File: src/rtl/reg_wb_dest_pipe.sv
// Writeback-destination pipeline with a pending-write scoreboard.
// Picks rd/rt/link at issue and carries {en, addr} to writeback.
module reg_wb_dest_pipe #(
  parameter int AW       = 5,
  parameter int STAGES   = 3,
  parameter int LINK_REG = 31
) (
  input  logic          clk,
  input  logic          reset,
  input  logic          i_valid,
  input  logic          i_alu_op,
  input  logic          i_imm_op,
  input  logic          i_mem_op,
  input  logic          i_write_op,
  input  logic          i_link_op,
  input  logic [AW-1:0] i_rt,
  input  logic [AW-1:0] i_rd,
  input  logic          i_stall,
  input  logic          i_flush,
  input  logic [AW-1:0] i_q0_addr,
  input  logic [AW-1:0] i_q1_addr,
  output logic          o_q0_busy,
  output logic          o_q1_busy,
  output logic          o_wb_en,
  output logic [AW-1:0] o_wb_addr,
  output logic [3:0]    o_pending
);

  localparam logic [AW-1:0] LINK_A = AW'(LINK_REG);

  logic [STAGES-1:0]         en_q, en_d;
  logic [STAGES-1:0][AW-1:0] addr_q, addr_d;

  logic          wr_sel;
  logic [AW-1:0] dest;
  logic          new_en;
  logic          b0, b1;
  logic [3:0]    pend;

  always_comb begin
    wr_sel = 1'b0;
    dest   = '0;
    if (i_link_op) begin
      wr_sel = 1'b1;
      dest   = LINK_A;
    end else if (i_mem_op && !i_write_op) begin
      wr_sel = 1'b1;
      dest   = i_rt;
    end else if (i_alu_op && i_imm_op) begin
      wr_sel = 1'b1;
      dest   = i_rt;
    end else if (i_alu_op) begin
      wr_sel = 1'b1;
      dest   = i_rd;
    end
  end

  assign new_en = i_valid & wr_sel & (dest != '0);

  // Flush clears every younger entry; the oldest still retires unless stalled.
  always_comb begin
    en_d   = en_q;
    addr_d = addr_q;
    if (!i_stall) begin
      for (int n = STAGES - 1; n > 0; n--) begin
        en_d[n]   = en_q[n-1];
        addr_d[n] = addr_q[n-1];
      end
      en_d[0]   = new_en;
      addr_d[0] = dest;
    end
    if (i_flush) begin
      for (int n = 0; n < STAGES - 1; n++) begin
        en_d[n] = 1'b0;
      end
      if (!i_stall) begin
        en_d[STAGES-1] = 1'b0;
      end
    end
  end

  always_ff @(posedge clk or posedge reset) begin
    if (reset) begin
      en_q   <= '0;
      addr_q <= '0;
    end else begin
      en_q   <= en_d;
      addr_q <= addr_d;
    end
  end

  always_comb begin
    b0   = 1'b0;
    b1   = 1'b0;
    pend = '0;
    for (int n = 0; n < STAGES; n++) begin
      if (en_q[n] && (addr_q[n] == i_q0_addr)) b0 = 1'b1;
      if (en_q[n] && (addr_q[n] == i_q1_addr)) b1 = 1'b1;
      pend = pend + 4'(en_q[n]);
    end
  end

  assign o_q0_busy = b0 & (i_q0_addr != '0);
  assign o_q1_busy = b1 & (i_q1_addr != '0);
  assign o_wb_en   = en_q[STAGES-1] & ~i_stall;
  assign o_wb_addr = addr_q[STAGES-1];
  assign o_pending = pend;

endmodule
File: config.mk
export PLATFORM = sky130hd
export DESIGN_NAME = reg_wb_dest_pipe
export DESIGN_NICKNAME = d
export VERILOG_FILES = /design/src/rtl/reg_wb_dest_pipe.sv
export SDC_FILE = /design/constraint.sdc
export NUM_CORES = 1
export LEC_CHECK = 0
export BUFFER_PORTS_ARGS = -buffer_cell sky130_fd_sc_hd__buf_2
export CORE_UTILIZATION = 32
export CTS_BUF_LIST = sky130_fd_sc_hd__clkbuf_8
export CTS_CLUSTER_DIAMETER = 60
export CTS_CLUSTER_SIZE = 28
export DETAILED_ROUTE_END_ITERATION = 16
export SLEW_MARGIN = 10
export SYNTH_ARGS = -nofsm -noshare
export SYNTH_HDL_FRONTEND = slang
export SYNTH_SLANG_ARGS = --single-unit
File: constraint.sdc
create_clock -name clk -period 4 [get_ports clk]
set_input_delay 0.6 -clock clk [delete_from_list [all_inputs] [get_ports clk]]
set_output_delay 0.6 -clock clk [all_outputs]
set_load 0.05 [all_outputs]
=== Word level (Yosys, flattened, before mapping) ===
Cells that the tools add are included.

* Muxes and demuxes: 17
* Add/subtract/negate cells: 2
* Bitwise logic cells: 6
* Equality and inequality tests: 7
* Reduce and logical (&&, ||, !) cells: 12

{| class="wikitable"
|+ Operator list
! operator !! number
|-
| $eq 5x5->1 || 6
|-
| $mux 5 || 4
|-
| $reduce_bool 5->1 || 3
|-
| $mux 1 || 11
|-
| $logic_and 1x1->1 || 8
|-
| $mux 3 || 2
|-
| $and 1x1->1 || 5
|-
| $add 2x1->3 || 1
|-
| $add 1x1->2 || 1
|-
| $ne 2x1->1 const B || 1
|-
| $logic_not 1->1 || 1
|-
| $not 1->1 || 1
|}

* Bits of input ports: 30
* Logic and storage cells: 49
* Output and inout port bits: 12
* Register bits: 18

=== Longest topological paths before layout ===
* Word-level depth: 9
* Depth in mapped cells: 6
* Depth with buffers taken out: 5

=== Least setup slack after synthesis ===
No wires, ideal clock.

* Kind: input port to output port
* Start: input i_q1_addr[0]
* End: output o_q1_busy
* Buffers on the path: 0
* Setup slack: 1,438 ps
* Arrival time: 1,962 ps
* Required time: 3,400 ps
* Stages on the path: 5
* Cell sequence: xor2_1 -> nor4_1 -> and3_1 -> a31oi_1 -> a21oi_1

* Word-level cells in the longest chain between the ends: 6
* Elaborated cells between the ends (all ways): 11
* Classes of those cells: eq/ne (3); mux (3); bitwise (1); reduce/logical (4)

{| class="wikitable"
|+ RTL lines
! item !! RTL line !! RTL
|-
| start: declaration || 21 || <nowiki>input logic [AW-1:0] i_q1_addr,</nowiki>
|-
| $eq 5x5->1 || 98 || <nowiki>if (en_q[n] && (addr_q[n] == i_q1_addr)) b1 = 1'b1;</nowiki>
|-
| $logic_and 1x1->1 || 98 ||
|-
| $mux 1 (3 in a row) || 98 ||
|-
| $and 1x1->1 * || 104 || <nowiki>assign o_q1_busy = b1 & (i_q1_addr != '0);</nowiki>
|-
| end: declaration || 23 || <nowiki>output logic o_q1_busy,</nowiki>
|}

Mark *: on every way between the ends. The rest lies on a longest branch, timed or not.

=== Worst setup path after layout ===
* Start: input i_q0_addr[1]
* End: output o_q0_busy

* Word-level cells in the longest chain between the ends: 6
* Elaborated cells between the ends (all ways): 11
* Classes of those cells: eq/ne (3); mux (3); bitwise (1); reduce/logical (4)

{| class="wikitable"
|+ RTL lines
! item !! RTL line !! RTL
|-
| start: declaration || 20 || <nowiki>input logic [AW-1:0] i_q0_addr,</nowiki>
|-
| $eq 5x5->1 || 97 || <nowiki>if (en_q[n] && (addr_q[n] == i_q0_addr)) b0 = 1'b1;</nowiki>
|-
| $logic_and 1x1->1 || 97 ||
|-
| $mux 1 (3 in a row) || 97 ||
|-
| $and 1x1->1 * || 103 || <nowiki>assign o_q0_busy = b0 & (i_q0_addr != '0);</nowiki>
|-
| end: declaration || 22 || <nowiki>output logic o_q0_busy,</nowiki>
|}

Marked as above.

==> summary.md <==
| Metric | Value |
|---|---|
| Hold Fails Final Rpt | 0 |
| Rows | 22 |
| 1st-iter DRT viols | 40 |
| Clk sinks | 18 |
| IO buf count | 39 |
| Hold slack | between 0.4 and 0.5 ns |
| Number of detailed-route iterations in the first pass | 4 |
| Synth Register Bits | 18 |
| Status | finished, final reports clean |
| ANT nets after route | 0 |
| Worst rel slew slack | 0.542 |
| IO Pins | 42 |
| Most frequent cells in the layout | 39 x buf_2, 24 x xor2_1, 18 x dfrtp_1 |
| CP startpoint kind | primary input |
| Worst Path Required | 3.40 ns |
| Yosys warning total | 0 |
| Root buffer cell | clkbuf_8 |
| Ys async rst share | 1.00 |
| Post-DP HPWL | 2.27 mm |
| Layout fillers | 403 |
| Initial antenna violation count | 0 |
| Htree depth | 1 |
| Worst hold path type | in2async |
| Vias | 1071 |
| Post-synthesis sequential area ratio | 0.344 |
| Static leakage | between 0.6 and 0.7 nW |
| Area Overhead vs Synth | 16.9% |
| Congestion Overflow GR | 0 |
| Slew Limit Fails | 0 |
| P per Cell Area | 366 nW/µm² |
| Number of enable flip-flop cells after synthesis | 0 |
| Die area | 4360 µm² |
| Syn Inst Count | between 100 and 150 |
| Yosys cell types | 34 |
| Avg Inst Size Synth | between 10 and 15 µm² |
| Most common cell after layout, fill and taps aside | buf_2 |
| Crit path DAT | 1.86 ns |
| Die X | 66.0 µm |
| VDD IR-drop max | between 0.1 and 0.15 mV |
| # Post-CTS Setup Buffers | 0 |
| Skew final | around 0.00054 ns |
| Setup TNS | 0 ns |
| Avg WL per Cell | between 10 and 15 µm |
| Initial Util | 0.345 |
| Clk_lat worst skew | 0.26 ns |
| Cts bufs inserted | 3 |
| Main synth FF type | dfrtp_1 |
| ANT cells | 0 |
| Residual DRC | 0 |
| Clock Tree Buf Depth | 2 |
| Tmin final | 2.46 ns |
| Tot GR Track Use | 0.147 |
| Post-cts resize count | 0 |
| Routed WL | between 2 and 3 mm |
| Final Cycle Share | 0.614 |
| Fmax | slightly above 0.4 GHz |
| Clock slew at reported path FFs | 0.07 ns |
| Final net count | 194 |
| R2r setup slk | 2.94 ns |
| Syn Std Cell Area | roughly 1300 µm² |
| Global-route wire length before repair | 4.75 mm |
| Worst-margin pin slew | 0.687 ns |
| GP Congestion | 0.769 |
| Layout cells sized above 1 | 0.366 |
| Number of global-route vias before repair | ~1100 |
| Via/cell ratio | 5.12 |
| Core Area | 3800 µm² |
| Setup CP Type | in2out |
| Die Ht | approximately 66 µm |
| RSZ-0062 raised after global routing | false |
| Cts hold-fix bufs | 0 |
| Max Cap Viol | 0 |
| Critical path peak fanout | 4 |
| Critical path capture point type | output port |
| Largest net degree at the start of global routing | 23 |
| Setup violators final | 0 |
| CTS tree | done |
==> per-stage QoR <==
step           utilization  std cells  power [W]  area, µm²  setup WS (ns)
6_report             0.403        209   0.000561       1530           1.54
2_1_floorplan            -        130   0.000400       1320           1.44
3_5_place_dp         0.393        206   0.000441       1490           1.53
5_1_grt              0.403        209   0.000595       1530           1.44
3_3_place_gp         0.393        206   0.000437       1490           1.54
4_1_cts              0.403        209   0.000568       1530           1.52
==> area by class of cell <==
cell class	count	area [µm²]	share of cell area
Multi-Input combinational cell	98	774	0.505
Tap cell	48	60.1	0.0392
Clock buffer	3	41.3	0.0269
Sequential cell	18	450	0.294
Inverter	3	11.3	0.00735
Timing Repair Buffer	39	195	0.127
==> cells in the mapped netlist, types with 2 or more instances <==
cell      number  area [µm²]
nand2_1        7        26.3
nand2b_1       4        25.0
mux2i_1        2        20.0
a31oi_1        2        12.5
and3_1         2        12.5
nand3_1        2        10.0
or4_1          2        15.0
xor2_1        24         210
dfrtp_1       18         450
a21oi_1        2        10.0
inv_1          3        11.3
nor3_1         2        10.0
xnor2_1        6        52.6
o21ai_1        2        10.0
buf_1          2        7.51
buf_4          8        60.1
nor4_1         6        37.5
a221o_1        3        30.0
nor2_1         4        15.0
mux2_2        13         146
o21ai_0        2        10.0
==> state kept, by name, indices dropped and copies added (netlist names), named ones only <==
signal and flops:
addr_q 10, o_wb_addr 5, en_q 2
==> worst max-delay path, cell delays in order <==
cell and delay [ns]:
buf_2 0.14, xor2_1 0.15, nor4_1 0.28, and3_1 0.19, a31oi_1 0.04, a21oi_1 0.17, buf_2 0.29
==> per-layer routing <==
metal,vias to the layer above,routed length [µm],global-route usage
li1,511,-,-
met1,502,1330,0.188
met2,51,1300,0.232
met3,7,191,0.0207
met4,0,93,0.0904
met5,-,0,0
==> where the power goes <==
group,switching (W),internal (W),leakage [nW]
logic,0.000110,0.0000786,0.459
clock network,0.0000575,0.0000670,0.0216
registers,0.0000395,0.000208,0.207
total,0.000207,0.000354,0.688
==> cells by family (layout without fill, tap and decap cells) <==
family,after synthesis,count (layout),share of synthesized area
flops,18,18,0.344
mux,15,15,0.127
compound gates,18,18,0.102
buf+inv,14,45,0.0687
fa+ha+maj,1,1,0.0153
other cells,1,2,0.00286
simple gates,32,32,0.140
xor+xnor,30,30,0.200
==> worst paths after layout <==
path	from	to	depth (start not counted)
setup / recovery	i_q0_addr[1]	o_q0_busy	7
hold / removal	reset	addr_q[1]$_DFFE_PP0N_	2
setup reg to reg	en_q[0]$_DFFE_PP0P_	en_q[0]$_DFFE_PP0P_	3
hold reg to reg	addr_q[0]$_DFFE_PP0N_	addr_q[0]$_DFFE_PP0N_	2
max in group asynchronous	reset	o_wb_addr[2]$_DFFE_PP0N_	2
min in group clk	i_flush	en_q[1]$_DFFE_PP0P_	2
(Power assumes the default switching activity.)
